--- src/rtl/topo_pkg.sv ---
`default_nettype none
// ============================================================================
// Module      : topo_pkg
// Description : Shared constants, state encodings and helper functions for the
//               whack-a-mole controller (control_topos) and its LFSR.
// Revision    : 1.0 - initial release
// ============================================================================
package topo_pkg;

    // Grid geometry: 3x3 cells, row-major, cell 0 top-left
    localparam int c_n_celdas = 9;
    localparam int c_grid_w   = 3;

    // Controller state encoding
    localparam logic [1:0] c_st_idle   = 2'd0;
    localparam logic [1:0] c_st_spawn  = 2'd1;
    localparam logic [1:0] c_st_active = 2'd2;
    localparam logic [1:0] c_st_fin    = 2'd3;

    // 4-bit Fibonacci LFSR, x^4 + x^3 + 1 (feedback from bits 3 and 2)
    localparam logic [3:0] c_lfsr_seed = 4'b1001;
    localparam logic [3:0] c_lfsr_taps = 4'b1100;

    // Cursor home position (cell 4)
    localparam logic [c_n_celdas-1:0] c_center_onehot = 9'b000010000;

    // Row/column pair to linear cell index
    function automatic logic [3:0] cell_index(input logic [1:0] row, input logic [1:0] col);
        return ({2'b00, row} * 4'd3) + {2'b00, col};
    endfunction

    // Linear cell index to one-hot cell vector
    function automatic logic [c_n_celdas-1:0] cell_onehot(input logic [3:0] idx);
        return {{(c_n_celdas-1){1'b0}}, 1'b1} << idx;
    endfunction

    // Fold the LFSR value onto the grid and avoid repeating the previous cell
    function automatic logic [3:0] spawn_index(input logic [3:0] lfsr, input logic [3:0] prev);
        logic [3:0] raw;
        raw = (lfsr < 4'd9) ? lfsr : (lfsr - 4'd9);
        if (raw == prev) begin
            raw = (raw == 4'd8) ? 4'd0 : (raw + 4'd1);
        end
        return raw;
    endfunction

    // Saturating binary increment
    function automatic logic [7:0] bin_inc_sat(input logic [7:0] v);
        return (v == 8'hFF) ? v : (v + 8'd1);
    endfunction

    // Saturating two-digit BCD increment (stops at 99)
    function automatic logic [7:0] bcd_inc_sat(input logic [7:0] v);
        if (v == 8'h99) begin
            return v;
        end
        if (v[3:0] == 4'd9) begin
            return {v[7:4] + 4'd1, 4'd0};
        end
        return {v[7:4], v[3:0] + 4'd1};
    endfunction

endpackage
`default_nettype wire

--- src/rtl/control_topos_if.sv ---
`default_nettype none
// ============================================================================
// Module      : control_topos_if
// Description : Game-side signal bundle of the whack-a-mole controller:
//               player buttons, cell hit flags, mole/cursor/strike outputs
//               and score. master = board/cell side, slave = controller.
// Revision    : 1.0 - initial release
// ============================================================================
interface control_topos_if;
    import topo_pkg::*;

    logic                  START;
    logic                  BTN_UP;
    logic                  BTN_DOWN;
    logic                  BTN_LEFT;
    logic                  BTN_RIGHT;
    logic                  BTN_GOLPE;
    logic [c_n_celdas-1:0] HIT;
    logic [c_n_celdas-1:0] PONER_TOPO;
    logic [c_n_celdas-1:0] SELECT;
    logic                  GOLPE;
    logic [7:0]            PUNTAJE;
    logic [7:0]            FALLOS;
    logic                  FIN_JUEGO;

    modport master (
        output START, BTN_UP, BTN_DOWN, BTN_LEFT, BTN_RIGHT, BTN_GOLPE, HIT,
        input  PONER_TOPO, SELECT, GOLPE, PUNTAJE, FALLOS, FIN_JUEGO
    );

    modport slave (
        input  START, BTN_UP, BTN_DOWN, BTN_LEFT, BTN_RIGHT, BTN_GOLPE, HIT,
        output PONER_TOPO, SELECT, GOLPE, PUNTAJE, FALLOS, FIN_JUEGO
    );

endinterface
`default_nettype wire

--- src/rtl/lfsr_topo.sv ---
`default_nettype none
// ============================================================================
// Module      : lfsr_topo
// Description : Free-running 4-bit Fibonacci LFSR (x^4 + x^3 + 1) used to
//               pick mole positions. Maximal length (15), never reaches zero.
// Revision    : 1.0 - initial release
// ============================================================================
module lfsr_topo
    import topo_pkg::*;
(
    input  logic       clk,
    input  logic       rst,
    output logic [3:0] o_value
);

    logic [3:0] r_q;
    logic       w_fb;

    assign w_fb = ^(r_q & c_lfsr_taps);

    // Shift left every cycle, feedback enters at bit 0
    always_ff @(posedge clk) begin
        if (rst) begin
            r_q <= c_lfsr_seed;
        end else begin
            r_q <= {r_q[2:0], w_fb};
        end
    end

    assign o_value = r_q;

endmodule
`default_nettype wire

--- src/rtl/control_topos.sv ---
`default_nettype none
// ============================================================================
// Module      : control_topos
// Description : Whack-a-mole game controller for a 3x3 grid. Places one mole
//               at a time, times it out after TICKS_TOPO cycles, tracks the
//               player cursor, broadcasts strikes and keeps score/misses.
//               Optional macro PUNTAJE_BCD_EN: score as two BCD digits
//               saturating at 99 (default: binary saturating at 255).
// Revision    : 1.0 - initial release
// ============================================================================
module control_topos
    import topo_pkg::*;
#(
    parameter int TICKS_TOPO = 25000000,
    parameter int GAME_TOPOS = 30
) (
    input  logic           clk,
    input  logic           reset,
    control_topos_if.slave bus
);

    localparam int                  c_timer_w    = $clog2(TICKS_TOPO);
    localparam logic [c_timer_w-1:0] c_timer_load = c_timer_w'(TICKS_TOPO - 1);
    localparam logic [c_timer_w-1:0] c_timer_one  = c_timer_w'(1);
    localparam logic [7:0]          c_game_topos = 8'(GAME_TOPOS);

    logic [1:0]            r_state;
    logic [c_timer_w-1:0]  r_timer;
    logic [7:0]            r_count;
    logic [3:0]            r_prev_idx;
    logic [c_n_celdas-1:0] r_poner;
    logic                  r_golpe;
    logic [7:0]            r_puntaje;
    logic [7:0]            r_fallos;
    logic                  r_fin;
    logic [1:0]            r_row;
    logic [1:0]            r_col;
    logic [c_n_celdas-1:0] r_select;

    logic [3:0]            w_lfsr;
    logic [3:0]            w_idx;
    logic                  w_hit;
    logic                  w_expire;
    logic                  w_more;
    logic [7:0]            w_puntaje_inc;
    logic [1:0]            w_row_nxt;
    logic [1:0]            w_col_nxt;

    lfsr_topo u_lfsr (
        .clk     (clk),
        .rst     (reset),
        .o_value (w_lfsr)
    );

    assign w_idx    = spawn_index(w_lfsr, r_prev_idx);
    // Only the cell carrying the current mole can score a hit
    assign w_hit    = (r_state == c_st_active) && (|(bus.HIT & r_poner));
    assign w_expire = (r_state == c_st_active) && (r_timer == '0);
    assign w_more   = (r_count < c_game_topos);

`ifdef PUNTAJE_BCD_EN
    assign w_puntaje_inc = bcd_inc_sat(r_puntaje);
`else
    assign w_puntaje_inc = bin_inc_sat(r_puntaje);
`endif

    // Game sequencing: spawn, time out or score each mole, end after GAME_TOPOS
    always_ff @(posedge clk) begin
        if (reset) begin
            r_state    <= c_st_idle;
            r_timer    <= '0;
            r_count    <= '0;
            r_prev_idx <= '0;
            r_poner    <= '0;
            r_puntaje  <= '0;
            r_fallos   <= '0;
            r_fin      <= 1'b0;
        end else begin
            case (r_state)
                c_st_idle, c_st_fin: begin
                    r_poner <= '0;
                    if (bus.START) begin
                        r_state   <= c_st_spawn;
                        r_puntaje <= '0;
                        r_fallos  <= '0;
                        r_count   <= '0;
                        r_fin     <= 1'b0;
                    end
                end
                c_st_spawn: begin
                    r_poner    <= cell_onehot(w_idx);
                    r_prev_idx <= w_idx;
                    r_timer    <= c_timer_load;
                    r_count    <= r_count + 8'd1;
                    r_state    <= c_st_active;
                end
                c_st_active: begin
                    // A hit on the last tick still counts as a hit
                    if (w_hit) begin
                        r_puntaje <= w_puntaje_inc;
                    end else if (w_expire) begin
                        r_fallos <= bin_inc_sat(r_fallos);
                    end else begin
                        r_timer <= r_timer - c_timer_one;
                    end
                    if (w_hit || w_expire) begin
                        r_poner <= '0;
                        if (w_more) begin
                            r_state <= c_st_spawn;
                        end else begin
                            r_state <= c_st_fin;
                            r_fin   <= 1'b1;
                        end
                    end
                end
                default: begin
                    r_state <= c_st_idle;
                    r_poner <= '0;
                end
            endcase
        end
    end

    // Strike pulse follows the button by one cycle, only while a mole is up
    always_ff @(posedge clk) begin
        if (reset) begin
            r_golpe <= 1'b0;
        end else begin
            r_golpe <= bus.BTN_GOLPE && (r_state == c_st_active);
        end
    end

    // Next cursor position: one wrapping move per cycle, UP > DOWN > LEFT > RIGHT
    always_comb begin
        w_row_nxt = r_row;
        w_col_nxt = r_col;
        if (bus.BTN_UP) begin
            w_row_nxt = (r_row == 2'd0) ? 2'd2 : (r_row - 2'd1);
        end else if (bus.BTN_DOWN) begin
            w_row_nxt = (r_row == 2'd2) ? 2'd0 : (r_row + 2'd1);
        end else if (bus.BTN_LEFT) begin
            w_col_nxt = (r_col == 2'd0) ? 2'd2 : (r_col - 2'd1);
        end else if (bus.BTN_RIGHT) begin
            w_col_nxt = (r_col == 2'd2) ? 2'd0 : (r_col + 2'd1);
        end
    end

    // Cursor register; SELECT is re-encoded here so the output stays registered
    always_ff @(posedge clk) begin
        if (reset) begin
            r_row    <= 2'd1;
            r_col    <= 2'd1;
            r_select <= c_center_onehot;
        end else begin
            r_row    <= w_row_nxt;
            r_col    <= w_col_nxt;
            r_select <= cell_onehot(cell_index(w_row_nxt, w_col_nxt));
        end
    end

    assign bus.PONER_TOPO = r_poner;
    assign bus.SELECT     = r_select;
    assign bus.GOLPE      = r_golpe;
    assign bus.PUNTAJE    = r_puntaje;
    assign bus.FALLOS     = r_fallos;
    assign bus.FIN_JUEGO  = r_fin;

endmodule
`default_nettype wire

--- src/flat_wrapper.sv ---
// flat-port wrapper written by rule: the top's interface ports become plain ports
module control_topos_flat import topo_pkg::*;
#(
    parameter int TICKS_TOPO = 25000000,
    parameter int GAME_TOPOS = 30
)
  (clk, reset, bus_START, bus_BTN_UP, bus_BTN_DOWN, bus_BTN_LEFT, bus_BTN_RIGHT, bus_BTN_GOLPE, bus_HIT, bus_PONER_TOPO, bus_SELECT, bus_GOLPE, bus_PUNTAJE, bus_FALLOS, bus_FIN_JUEGO);
  control_topos_if bus_i ();
  input  logic clk;
  input  logic reset;
  input wire logic [$bits(bus_i.START)-1:0] bus_START;
  input wire logic [$bits(bus_i.BTN_UP)-1:0] bus_BTN_UP;
  input wire logic [$bits(bus_i.BTN_DOWN)-1:0] bus_BTN_DOWN;
  input wire logic [$bits(bus_i.BTN_LEFT)-1:0] bus_BTN_LEFT;
  input wire logic [$bits(bus_i.BTN_RIGHT)-1:0] bus_BTN_RIGHT;
  input wire logic [$bits(bus_i.BTN_GOLPE)-1:0] bus_BTN_GOLPE;
  input wire logic [$bits(bus_i.HIT)-1:0] bus_HIT;
  output wire logic [$bits(bus_i.PONER_TOPO)-1:0] bus_PONER_TOPO;
  output wire logic [$bits(bus_i.SELECT)-1:0] bus_SELECT;
  output wire logic [$bits(bus_i.GOLPE)-1:0] bus_GOLPE;
  output wire logic [$bits(bus_i.PUNTAJE)-1:0] bus_PUNTAJE;
  output wire logic [$bits(bus_i.FALLOS)-1:0] bus_FALLOS;
  output wire logic [$bits(bus_i.FIN_JUEGO)-1:0] bus_FIN_JUEGO;
  assign bus_i.START = bus_START;
  assign bus_i.BTN_UP = bus_BTN_UP;
  assign bus_i.BTN_DOWN = bus_BTN_DOWN;
  assign bus_i.BTN_LEFT = bus_BTN_LEFT;
  assign bus_i.BTN_RIGHT = bus_BTN_RIGHT;
  assign bus_i.BTN_GOLPE = bus_BTN_GOLPE;
  assign bus_i.HIT = bus_HIT;
  assign bus_PONER_TOPO = bus_i.PONER_TOPO;
  assign bus_SELECT = bus_i.SELECT;
  assign bus_GOLPE = bus_i.GOLPE;
  assign bus_PUNTAJE = bus_i.PUNTAJE;
  assign bus_FALLOS = bus_i.FALLOS;
  assign bus_FIN_JUEGO = bus_i.FIN_JUEGO;
  control_topos #(.TICKS_TOPO(TICKS_TOPO), .GAME_TOPOS(GAME_TOPOS)) u_core (.clk(clk), .reset(reset), .bus(bus_i));
endmodule
--- config.mk ---
export PLATFORM = sky130hd
export DESIGN_NAME = control_topos_flat
export DESIGN_NICKNAME = d
export VERILOG_FILES = /design/src/rtl/topo_pkg.sv /design/src/rtl/control_topos_if.sv /design/src/rtl/lfsr_topo.sv /design/src/rtl/control_topos.sv /design/src/flat_wrapper.sv
export SDC_FILE = /design/constraint.sdc
export NUM_CORES = 1
export LEC_CHECK = 0
export BUFFER_PORTS_ARGS = -buffer_cell sky130_fd_sc_hd__buf_2
export CORE_UTILIZATION = 58
export CTS_CLUSTER_DIAMETER = 80
export DETAILED_ROUTE_END_ITERATION = 8
export GPL_ROUTABILITY_DRIVEN = 1
export GPL_TIMING_DRIVEN = 1
export PLACE_DENSITY = 0.8
export SLEW_MARGIN = 0
export SYNTH_ARGS = -nofsm -noshare
export SYNTH_HDL_FRONTEND = slang
export SYNTH_HIERARCHICAL = 1
export SYNTH_SLANG_ARGS = --single-unit
--- constraint.sdc ---
create_clock -name clk -period 3 [get_ports clk]
set_input_delay 0.45 -clock clk [delete_from_list [all_inputs] [get_ports clk]]
set_output_delay 0.45 -clock clk [all_outputs]
set_load 0.1 [all_outputs]
==> results.md, run 1 <==
* Final ANT Viol Nets at 0
* Average size of a mapped cell at 8.60 um2
* Core area at between 7000 and 8000 um2
* Ys flop type: dfxtp_1
* Iter 0 DRT Violations at ~170
* CP peak stage delay at approximately 500 ps
* Slew margin rel. at approximately two fifths
* Die Wd at between 80 and 90 um
* Num CTS Buffers at 9
* YS warnings at 6
* Cell family with most CP delay: adder cells
* Final setup vio count at 0
* H-tree depth at 3
* Int Pwr at between 1500 and 2000 uW
* Tot Pwr at between 3000 and 4000 uW
* Drt drc at 0
* Met2 GRT Util at about 43%
* DP Cell Count at between 600 and 700
* Achievable clock frequency at between 300 and 400 MHz
* Number of global-route vias before repair at 3453
* Count leader, synth: dfxtp_1
* Final Util at between 60% and 70%
* Pwr/cell area at approximately 640 nW/um2
* DR vias/cell at 5.66
* CTS max path bufs at 2
* CP Cell Sequence: inv_1 > ha_1 > a211oi_1 > a21oi_2 > fa_1 > ha_1 > fa_2 > or3_1 > nor3b_1
* Final Hold Fails at 0
* Number of enable flip-flop cells after synthesis at 0
* # rows at 31
* Filler Cell Count at ~640
* Post-CTS Setup Inserts at 0
* GR Util met3 at approximately 4.7%
* Most common cell on crit path: ha_1
* Net switching power at roughly 1200 uW
* Clock sinks at between 80 and 90
* Global-route wire length before repair at about 15000 um
* Crit end category: register
* Largest cells by area after synthesis: dfxtp_1 (38%), nor2_1 (5.5%), ha_1 (4.9%)
* Min Clock Period, post-route at 2820 ps
* Maximum VDD drop at roughly 0.26 mV
* CTS tree: built
* Post-synth top cells: dfxtp_1 (83), nor2_1 (64), nand2_1 (39)
* Cell Area, Synth at about 4400 um2
* Fraction of registers with async set/reset at 0%
* CP required at roughly 3300 ps
* Worst Max-Slew Pin Slew at 894 ps
* Die Ht at between 80 and 90 um
* IO Count at 53
* Final cell count without fillers at roughly 670
* Yosys top cell by area: dfxtp_1
* Sequential power share at between 40% and 50%
* Sw Share at 37.5%
* Routed length per instance at ~14 um
* Routed vias at ~3800
* Clock root cell: clkbuf_8
* Pre-antenna DRT Iters at 4
* Arrival time worst endpoint at 3100 ps
* Gp weighted congestion at approximately 0.87
* Final setup TNS at 0 ps
* Initial core utilization at between 60% and 70%
* Layout cell share with drive strength beyond 1 at between 10% and 20%
* Syn Inst Count at around 510
* Nets at 602
* Clk slew on worst S/H paths at 80 ps
* Crit-path max FO at 4
* Leak at around 0.0020 uW
* Antenna Diode Count at 0
* Hold Crit Class: primary input to register
* Clock power share at roughly 26%
* Worst Skew at 9.65 ps
* Crit share post-route at between 90% and 100%
* GRT Util Overall at 25.2%
* Number of max-cap violations at 0
* Combinational power share at about a third
* Post-DP HPWL at 6760 um
* Crit Path Class: register to register
* Seq cells post-synth at 83
* Critical Path Start Type: register
* M1 GR Usage at 31.6%
* Clock Latency Late Sink at 350 ps
* Synth cell types at 66
* Largest net degree at the start of global routing at 24
* Slew Viols, Final at 0
* Area growth syn-to-layout at 13.2%
* Initial antenna violation count at 0
* Seq/Total Area, Yosys at between 30% and 40%
* Gr busiest metal: met2
* Mapped Nets at between 500 and 600
* Status: finished, final reports clean
* Synth top area share at approximately 38%
* CP max stage cell: fa_1
* WP buf/inv at 1
* Drt total wl at 9570 um
* Die footprint at roughly 8000 um2
* PortBufs at 52
* Global route total overflow at 0
metrics by stage:
stage	hold slack, ps	instance area (um2)	worst slack [ps]
floorplan	451	4380	271
global placement	459	4740	162
detailed placement	466	4740	66.7
CTS	330	4940	77.2
global route	351	4960	-3.88
finish	336	4960	176
worst register-to-register path: stages, from the launching register on:
cell      delay [ps]
dfxtp_1          350
inv_1             80
ha_1             190
a211oi_1         300
a21oi_2          120
fa_1             500
ha_1             230
fa_2             370
or3_1            410
nor3b_1          190
per-layer routing:
metal | vias up | part of all wire [%] | routed length, um
met2 | 75 | 49 | 4680
met3 | 15 | 3.5 | 330
met5 | - | 0 | 0
met4 | 0 | 1.6 | 157
li1 | 1913 | - | -
met1 | 1782 | 46 | 4400
flip-flops by register name, summed over array words and instances (netlist names), 2 cells and up:
register,count
u_core/bus.PUNTAJE,8
u_core/bus.PONER_TOPO,9
u_core/r_row,2
u_core/r_timer,25
u_core/bus.SELECT,9
u_core/r_count,8
u_core/u_lfsr/o_value,4
u_core/r_col,2
u_core/r_prev_idx,4
u_core/bus.FALLOS,8
u_core/r_state,2
worst paths after layout:
check | cells after the start | start | slack [ps] | to
hold reg to reg | 2 | u_core/bus.PONER_TOPO[4]$_SDFFE_PP0P_ | 480 | u_core/bus.PONER_TOPO[4]$_SDFFE_PP0P_
setup / recovery | 9 | u_core/r_row[1]$_SDFF_PP0_ | 180 | u_core/bus.SELECT[2]$_SDFF_PP0_
setup reg to reg | 9 | u_core/r_row[1]$_SDFF_PP0_ | 180 | u_core/bus.SELECT[2]$_SDFF_PP0_
hold / removal | 2 | bus_BTN_GOLPE | 340 | u_core/bus.GOLPE$_SDFF_PP0_
cell families after synthesis:
kind of cell | after synthesis | synth area share, %
AOI/OAI and AO/OA | 97 | 15.4
buffers and inverters | 34 | 4.20
muxes | 4 | 0.914
DFF | 83 | 37.9
xor gates and xnor gates | 42 | 8.40
and+or+nand+nor | 230 | 27.4
adders and majority gates | 19 | 5.77
power by group through the flow:
| stage | registers, uW | clock network, uW | logic (uW) |
|---|---|---|---|
| after floorplan | 1460 | 0 | 683 |
| after global placement | 1330 | 0 | 1000 |
| after detailed placement | 1340 | 0 | 1030 |
| after CTS | 1310 | 830 | 1040 |
| after global routing | 1330 | 869 | 1160 |
| final | 1320 | 816 | 1050 |
cell usage in the layout (no fill, tap or decap), drive strengths merged, types with 4 or more instances in the layout:
| cell | synthesis | routed |
|---|---|---|
| a31oi | 6 | 6 |
| and3 | 8 | 8 |
| a21boi | 5 | 5 |
| xor2 | 22 | 22 |
| a21oi | 33 | 33 |
| nor2 | 64 | 64 |
| a211oi | 9 | 9 |
| or3 | 6 | 6 |
| ha | 17 | 17 |
| o21ai | 13 | 13 |
| nand4 | 9 | 9 |
| inv | 13 | 13 |
| xnor2 | 20 | 20 |
| a22oi | 6 | 6 |
| or2 | 5 | 5 |
| nand2 | 39 | 39 |
| dfxtp | 83 | 83 |
| nor2b | 9 | 9 |
| nor3b | 5 | 5 |
| nor4 | 7 | 7 |
| buf | 4 | 67 |
| nand3 | 20 | 20 |
| mux2i | 4 | 4 |
| nand2b | 11 | 11 |
| nor3 | 23 | 23 |
| nand3b | 10 | 10 |
| clkbuf | 17 | 11 |
timing repair:
action	CTS	global route
resized for setup	0	5
endpoints found under the setup margin	0	4
hold buffers	0	0
layout make-up:
class | count | area [um2] | area share, %
Multi-Input combinational cell | 392 | 2550 | 51.4
Sequential cell | 83 | 1660 | 33.6
Timing Repair Buffer | 67 | 373 | 7.52
Clock buffer | 11 | 151 | 3.05
Tap cell | 99 | 124 | 2.50
Clock inverter | 4 | 50.0 | 1.01
Inverter | 13 | 48.8 | 0.985
Note: power is estimated with default switching activity, not from simulation.
==> inputs of run 2 (changes only) <==
Settings changed: ABC_AREA set to 1, CORE_UTILIZATION 58 to 59, CTS_BUF_LIST set to sky130_fd_sc_hd__clkbuf_16, CTS_CLUSTER_SIZE set to 30.
==> run 2 against run 1 <==
  * Non-clock buffer count decreased by 11
  * Global-route usage increased by 0.94 points
  * Wire length increased by 9.2%
  * Area after synthesis increased by 4.5%
  * Clock power increased by 42%
  * Sequential share of layout area decreased by 1.8 points
  * Critical endpoint is now u_core/bus.SELECT[1]$_SDFF_PP0_
  * Clock-buffer cell count decreased by 2
==> results.md, run 2 <==
* Commonest non-fill, non-tap cell in the layout: nand2_1
* Register area at roughly 1700 um2
* Mapped Nets at 711
* Antenna Diode Count at 0
* WP buf/inv at 2
* Largest cells by area after synthesis: dfxtp_1 (36%), nand2_1 (13%), nor2_1 (7.3%)
* WHS Path Cells at 3
* Commonest non-fill, non-tap cells in the layout: nand2_1 (161), nor2_1 (89), dfxtp_1 (83)
* DR vias/cell at around 5.5
* Core area at 7370 um2
* Fraction of registers with async set/reset at 0%
* RSZ-0062 raised after global routing: false
* Clock Latency Late Sink at about 330 ps
* Pre-antenna DRT Iters at 7
* Min Clock Period, post-route at around 2800 ps
* Cell Area, Synth at roughly 4600 um2
* Final setup TNS at 0 ps
* Achievable clock frequency at around 360 MHz
* Clock root cell: clkbuf_16
* Clock sinks at between 80 and 90
* CP peak stage delay at ~460 ps
* Leak at 0.00240 uW
* Drt drc at 0
* CP Cell Sequence: inv_1 > ha_1 > or2_2 > a31oi_2 > fa_1 > ha_1 > fa_1 > inv_1 > nand2_1 > nor3_1
* CTS tree: built
* Slew margin rel. at a little over a third
* Post-synthesis xor/xnor area fraction at under 10%
* Synth cell types at 38
* Crit share post-route at between 90% and 100%
* Final Util at 71.1%
* Nets at about 760
* Post-CTS Hold Fix Bufs at 0
* YS warnings at 6
* Reg2reg end: u_core/bus.SELECT[1]$_SDFF_PP0_
* Layout cell share with drive strength beyond 1 at between 10% and 20%
* Drt total wl at between 10000 and 15000 um
* DP Cell Count at slightly above 800
* Clk slew on worst S/H paths at 60 ps
* Filler Cell Count at between 600 and 700
* Final setup vio count at 0
* Final Hold Fails at 0
* Number of max-cap violations at 0
* # rows at 31
* Crit Path Class: register to register
* R2R Path Start: u_core/r_col[0]$_SDFF_PP1_
* Largest family of logic cells by synthesized area: simple AND/OR/NAND/NOR gates
* GRT Util Overall at a little over a quarter
* Average size of a mapped cell at slightly below 7 um2
* Number of global-route vias before repair at roughly 4100
* Initial antenna violation count at 0
* Ys flop type: dfxtp_1
* Post-synth top cells: nand2_1 (161), nor2_1 (89), dfxtp_1 (83)
* IO Count at 53
* Initial core utilization at 62.1%
* Worst Skew at ~8 ps
* Number of enable flip-flop cells after synthesis at 0
* Crit end category: register
* Synth top area share at around 36%
* Iter 0 DRT Violations at 284
* PortBufs at 52
* Largest net degree at the start of global routing at 27
* Arrival time worst endpoint at just over 3000 ps
* Sw Share at about two fifths
* Multiplexer area fraction after synthesis at 0%
* Synth Area in Compound Gates at between 10% and 20%
* Sequential power share at 33.6%
* Seq cells post-synth at between 80 and 90
* Worst Max-Slew Pin Slew at between 900 and 1000 ps
* CP required at roughly 3300 ps
* Crit-path max FO at 4
* Critical Path Start Type: register
* Global route total overflow at 0
* R2r setup slk at approximately 210 ps
* Yosys top cell by area: dfxtp_1
* Adder-Cell Fraction of Synth Area at between 5 and 6%
* Die Wd at 90.1 um
* Reg2reg path depth at 10
* Maximum VDD drop at 0.359 mV
* Count leader, synth: nand2_1
* Gp weighted congestion at around 0.94
* Final cell count without fillers at 830
* Tot Pwr at roughly 4000 uW
* Post-DP HPWL at 7350 um
* Largest reg by FF count: u_core/r_timer
* Net switching power at between 1500 and 2000 uW
* Simple-gate portion of the synthesized area at about a third
* Combinational power share at a little under two fifths
* Pwr/cell area at 766 nW/um2
* Status: finished, final reports clean
* Cell family with most CP delay: adder cells
* Die footprint at around 8100 um2
* Area growth syn-to-layout at 14.5%
* Max reg flops at 25
* Slew Viols, Final at 0
* Num CTS Buffers at 9
* CTS max path bufs at 2
* Global-route wire length before repair at between 15000 and 20000 um
* Die Ht at between 90 and 100 um
* Seq/Total Area, Yosys at a little over a third
* Post-CTS Setup Inserts at 0
* Int Pwr at roughly 2400 uW
* Routed length per instance at 12.6 um
* Post-route setup slack at ~210 ps
* Hold Crit Class: primary input to register
* Hold Startpoint: bus_BTN_GOLPE
* Clock power share at a little under 30%
* Routed vias at approximately 4500
* Syn Inst Count at ~680
* Final ANT Viol Nets at 0
* Hold Path End: u_core/bus.GOLPE$_SDFF_PP0_
* H-tree depth at 3
* CP max stage cell: fa_1
* Pre-CTS WS at between 100 and 150 ps
* Area of the multi-input gates at roughly 2600 um2
run 2: worst max path at each step:
stage / to / cells after the start / slack (ps) / from
6_report: u_core/bus.SELECT[1]$_SDFF_PP0_ / 10 / 210 / u_core/r_col[0]$_SDFF_PP1_
3_5_place_dp: u_core/bus.SELECT[1]$_SDFF_PP0_ / 12 / 140 / bus_BTN_UP
2_1_floorplan: u_core/bus.SELECT[2]$_SDFF_PP0_ / 10 / 400 / u_core/r_col[0]$_SDFF_PP1_
5_1_grt: u_core/bus.SELECT[1]$_SDFF_PP0_ / 10 / 7 / u_core/r_col[1]$_SDFF_PP0_
3_3_place_gp: u_core/bus.SELECT[2]$_SDFF_PP0_ / 12 / 260 / bus_BTN_UP
4_1_cts: u_core/bus.SELECT[1]$_SDFF_PP0_ / 10 / 170 / u_core/r_col[0]$_SDFF_PP1_
run 2: timing repair:
action | in CTS | in global routing
gates resized for setup | 0 | 2
endpoints found under the hold margin | 0 | 0
endpoints found under the setup margin | 0 | 7
run 2: area by class of cell:
type,count,area share (%)
Clock buffer,9,4.30
Sequential cell,83,31.7
Multi-Input combinational cell,499,48.7
Tap cell,99,2.36
Clock inverter,7,1.77
Timing Repair Buffer,56,5.54
Inverter,77,5.56
run 2: per-layer routing:
metal | vias up | GRT usage, % | share of wire [%] | wire length [um]
met1 | 2081 | 33.3 | 45 | 4730
met3 | 27 | 3.98 | 6.2 | 643
met2 | 165 | 45.0 | 47 | 4880
met4 | 0 | 8.87 | 1.8 | 189
met5 | - | 0 | 0 | 0
li1 | 2276 | - | - | -
run 2: cells by family after synthesis:
kind of cell	after synthesis
DFF	83
and+or+nand+nor	348
xor gates and xnor gates	27
adders and majority gates	19
AOI/OAI and AO/OA	105
buffers and inverters	93
run 2: worst register-to-register path, delay by kind of cell, from the launching register on:
| kind | cells | cell delay [ps] |
|---|---|---|
| AO/OA/AOI/OAI | 1 | 230 |
| adder cells (fa/ha/maj) | 4 | 1410 |
| buffers and inverters | 2 | 160 |
| flip-flops | 1 | 350 |
| AND/OR/NAND/NOR | 3 | 560 |
run 2: metrics by stage:
| step | hold WS (ps) | cell area [um2] |
|---|---|---|
| after floorplan | 430 | 4580 |
| after global placement | 437 | 4910 |
| after detailed placement | 445 | 4910 |
| after CTS | 355 | 5230 |
| after global routing | 382 | 5240 |
| final | 357 | 5240 |
run 2: power groups by stage:
stage          registers (uW)  clock network, uW  logic (uW)
2_1_floorplan            1550                  0         998
3_3_place_gp             1360                  0        1430
3_5_place_dp             1370                  0        1460
4_1_cts                  1340               1180        1480
5_1_grt                  1370               1230        1670
6_report                 1350               1160        1500
==> inputs of run 3 (changes only) <==
Clock period 3 ns to 3.15 ns, I/O delays scaled along.
==> run 3 against run 2 <==
  * Sequential share of layout area increased by 0.33 points
  * Clock-buffer cell count unchanged
  * Global-route usage increased by 0.35 points
  * Sequential cell count unchanged
  * Combinational power decreased by 5%
  * Via count decreased by 2.6%
==> results.md, run 3 (synthesis results as in run 2) <==
* Final setup vio count at 0
* RSZ-0062 raised after global routing: false
* Largest reg by FF count: u_core/r_timer
* Combinational power share at around two fifths
* Crit share post-route at 91.5%
* Final setup TNS at 0 ps
* Area growth syn-to-layout at 13.3%
* Hold Path End: u_core/bus.GOLPE$_SDFF_PP0_
* H-tree depth at 3
* WHS Path Cells at 3
* Post-CTS Hold Fix Bufs at 0
* Min Clock Period, post-route at 2880 ps
* Num CTS Buffers at 9
* Number of global-route vias before repair at 4199
* Clock sinks at slightly above 80
* Leak at 0.00237 uW
* Net switching power at 1560 uW
* Achievable clock frequency at 347 MHz
* CP required at 3400 ps
* Sequential power share at a little over a third
* Global route total overflow at 0
* Routed length per instance at roughly 13 um
* Initial antenna violation count at 0
* Filler Cell Count at 625
* IO Count at 53
* Final ANT Viol Nets at 0
* Clock power share at 26.4%
* Maximum VDD drop at 0.396 mV
* GRT Util Overall at a little over a quarter
* Sw Share at around 42%
* Reg2reg path depth at 10
* Commonest non-fill, non-tap cell in the layout: nand2_1
* Core area at 7370 um2
* Drt total wl at around 10000 um
* Slew Viols, Final at 0
* Number of max-cap violations at 0
* CTS max path bufs at 2
* DR vias/cell at about 5.3
* Worst Max-Slew Pin Slew at 572 ps
* Final Hold Fails at 0
* Nets at 761
* Global-route wire length before repair at approximately 18000 um
* Hold Startpoint: bus_BTN_GOLPE
* Die Ht at between 90 and 100 um
* Layout cell share with drive strength beyond 1 at roughly an eighth
* Post-DP HPWL at between 7000 and 8000 um
* Max reg flops at 25
* Status: finished, final reports clean
* PortBufs at 52
* DP Cell Count at about 810
* Crit-path max FO at 4
* Die Wd at 90.1 um
* R2r setup slk at roughly 270 ps
* CTS tree: built
* Pre-antenna DRT Iters at 5
* Slew margin rel. at 61.7%
* Crit Path Class: register to register
* Iter 0 DRT Violations at around 260
* Drt drc at 0
* Commonest non-fill, non-tap cells in the layout: nand2_1 (161), nor2_1 (89), dfxtp_1 (83)
* Clk slew on worst S/H paths at 60 ps
* Die footprint at about 8100 um2
* Gp weighted congestion at between 0.8 and 0.9
* Critical Path Start Type: register
* Int Pwr at approximately 2100 uW
* # rows at 31
* Antenna Diode Count at 0
* Post-cts gate resize count at 0
* Worst Skew at 4.38 ps
* Post-CTS Setup Inserts at 0
* Hold Crit Class: primary input to register
* Reg2reg end: u_core/bus.SELECT[7]$_SDFF_PP0_
* Largest net degree at the start of global routing at 31
* Clock root cell: clkbuf_16
* Clock Latency Late Sink at between 300 and 400 ps
* R2R Path Start: u_core/r_col[0]$_SDFF_PP1_
* Final cell count without fillers at 829
* Arrival time worst endpoint at ~3100 ps
* Crit end category: register
* Pwr/cell area at just over 700 nW/um2
* Routed vias at roughly 4400
* Initial core utilization at between 60% and 70%
==> run 3: how the worst max path moves through the flow <==
stage / startpoint / slack, ps / endpoint / cells past startpoint
floorplan: u_core/r_col[0]$_SDFF_PP1_ / 550 / u_core/bus.SELECT[2]$_SDFF_PP0_ / 10
global placement: bus_BTN_UP / 390 / u_core/bus.SELECT[2]$_SDFF_PP0_ / 12
detailed placement: bus_BTN_UP / 240 / u_core/bus.SELECT[7]$_SDFF_PP0_ / 12
CTS: u_core/r_col[0]$_SDFF_PP1_ / 260 / u_core/bus.SELECT[7]$_SDFF_PP0_ / 10
global route: u_core/r_col[1]$_SDFF_PP0_ / 90 / u_core/bus.SELECT[5]$_SDFF_PP0_ / 10
finish: u_core/r_col[0]$_SDFF_PP1_ / 270 / u_core/bus.SELECT[7]$_SDFF_PP0_ / 10
==> run 3: power by group through the flow <==
stage | sequential [uW] | clock [uW] | combinational, uW
3_5_place_dp | 1300 | 0 | 1400
6_report | 1280 | 973 | 1430
3_3_place_gp | 1300 | 0 | 1360
4_1_cts | 1280 | 991 | 1410
5_1_grt | 1300 | 1040 | 1590
2_1_floorplan | 1470 | 0 | 951
==> run 3: area by class of cell <==
class                      count  area, um2  area share [%]
sequential                    83       1660            32.0
clock inverter                 7       53.8            1.04
multi-input combinational    499       2550            49.1
inverter                      77        290            5.60
tap                           99        124            2.39
clock buffer                   9        225            4.34
timing repair buffer          55        283            5.45
==> run 3: metrics by stage <==
step | total power, uW | utilization, % | setup WS [ps] | cell area [um2] | hold WS (ps)
global route | 3920 | 70.4 | 91.3 | 5180 | 371
floorplan | 2420 | - | 551 | 4580 | 430
detailed placement | 2700 | 66.6 | 241 | 4910 | 456
finish | 3690 | 70.4 | 269 | 5180 | 375
global placement | 2650 | 66.6 | 386 | 4910 | 449
CTS | 3680 | 70.4 | 260 | 5180 | 369
==> run 3: per-layer routing <==
layer	part of all wire [%]	track usage, %	up-vias
li1	-	-	2275
met1	45	32.8	2010
met2	48	45.7	125
met3	5.0	3.55	21
met4	1.7	12.0	0
met5	0	0	-
==> run 3: worst max-delay path, cell delays in order, from the launching register on <==
cell and delay (ps):
dfxtp_1 360, inv_1 80, ha_1 290, or2_2 290
a31oi_1 250, fa_1 480, ha_1 230, fa_1 380
nor2_1 140, nand2_1 120, nor3_1 170
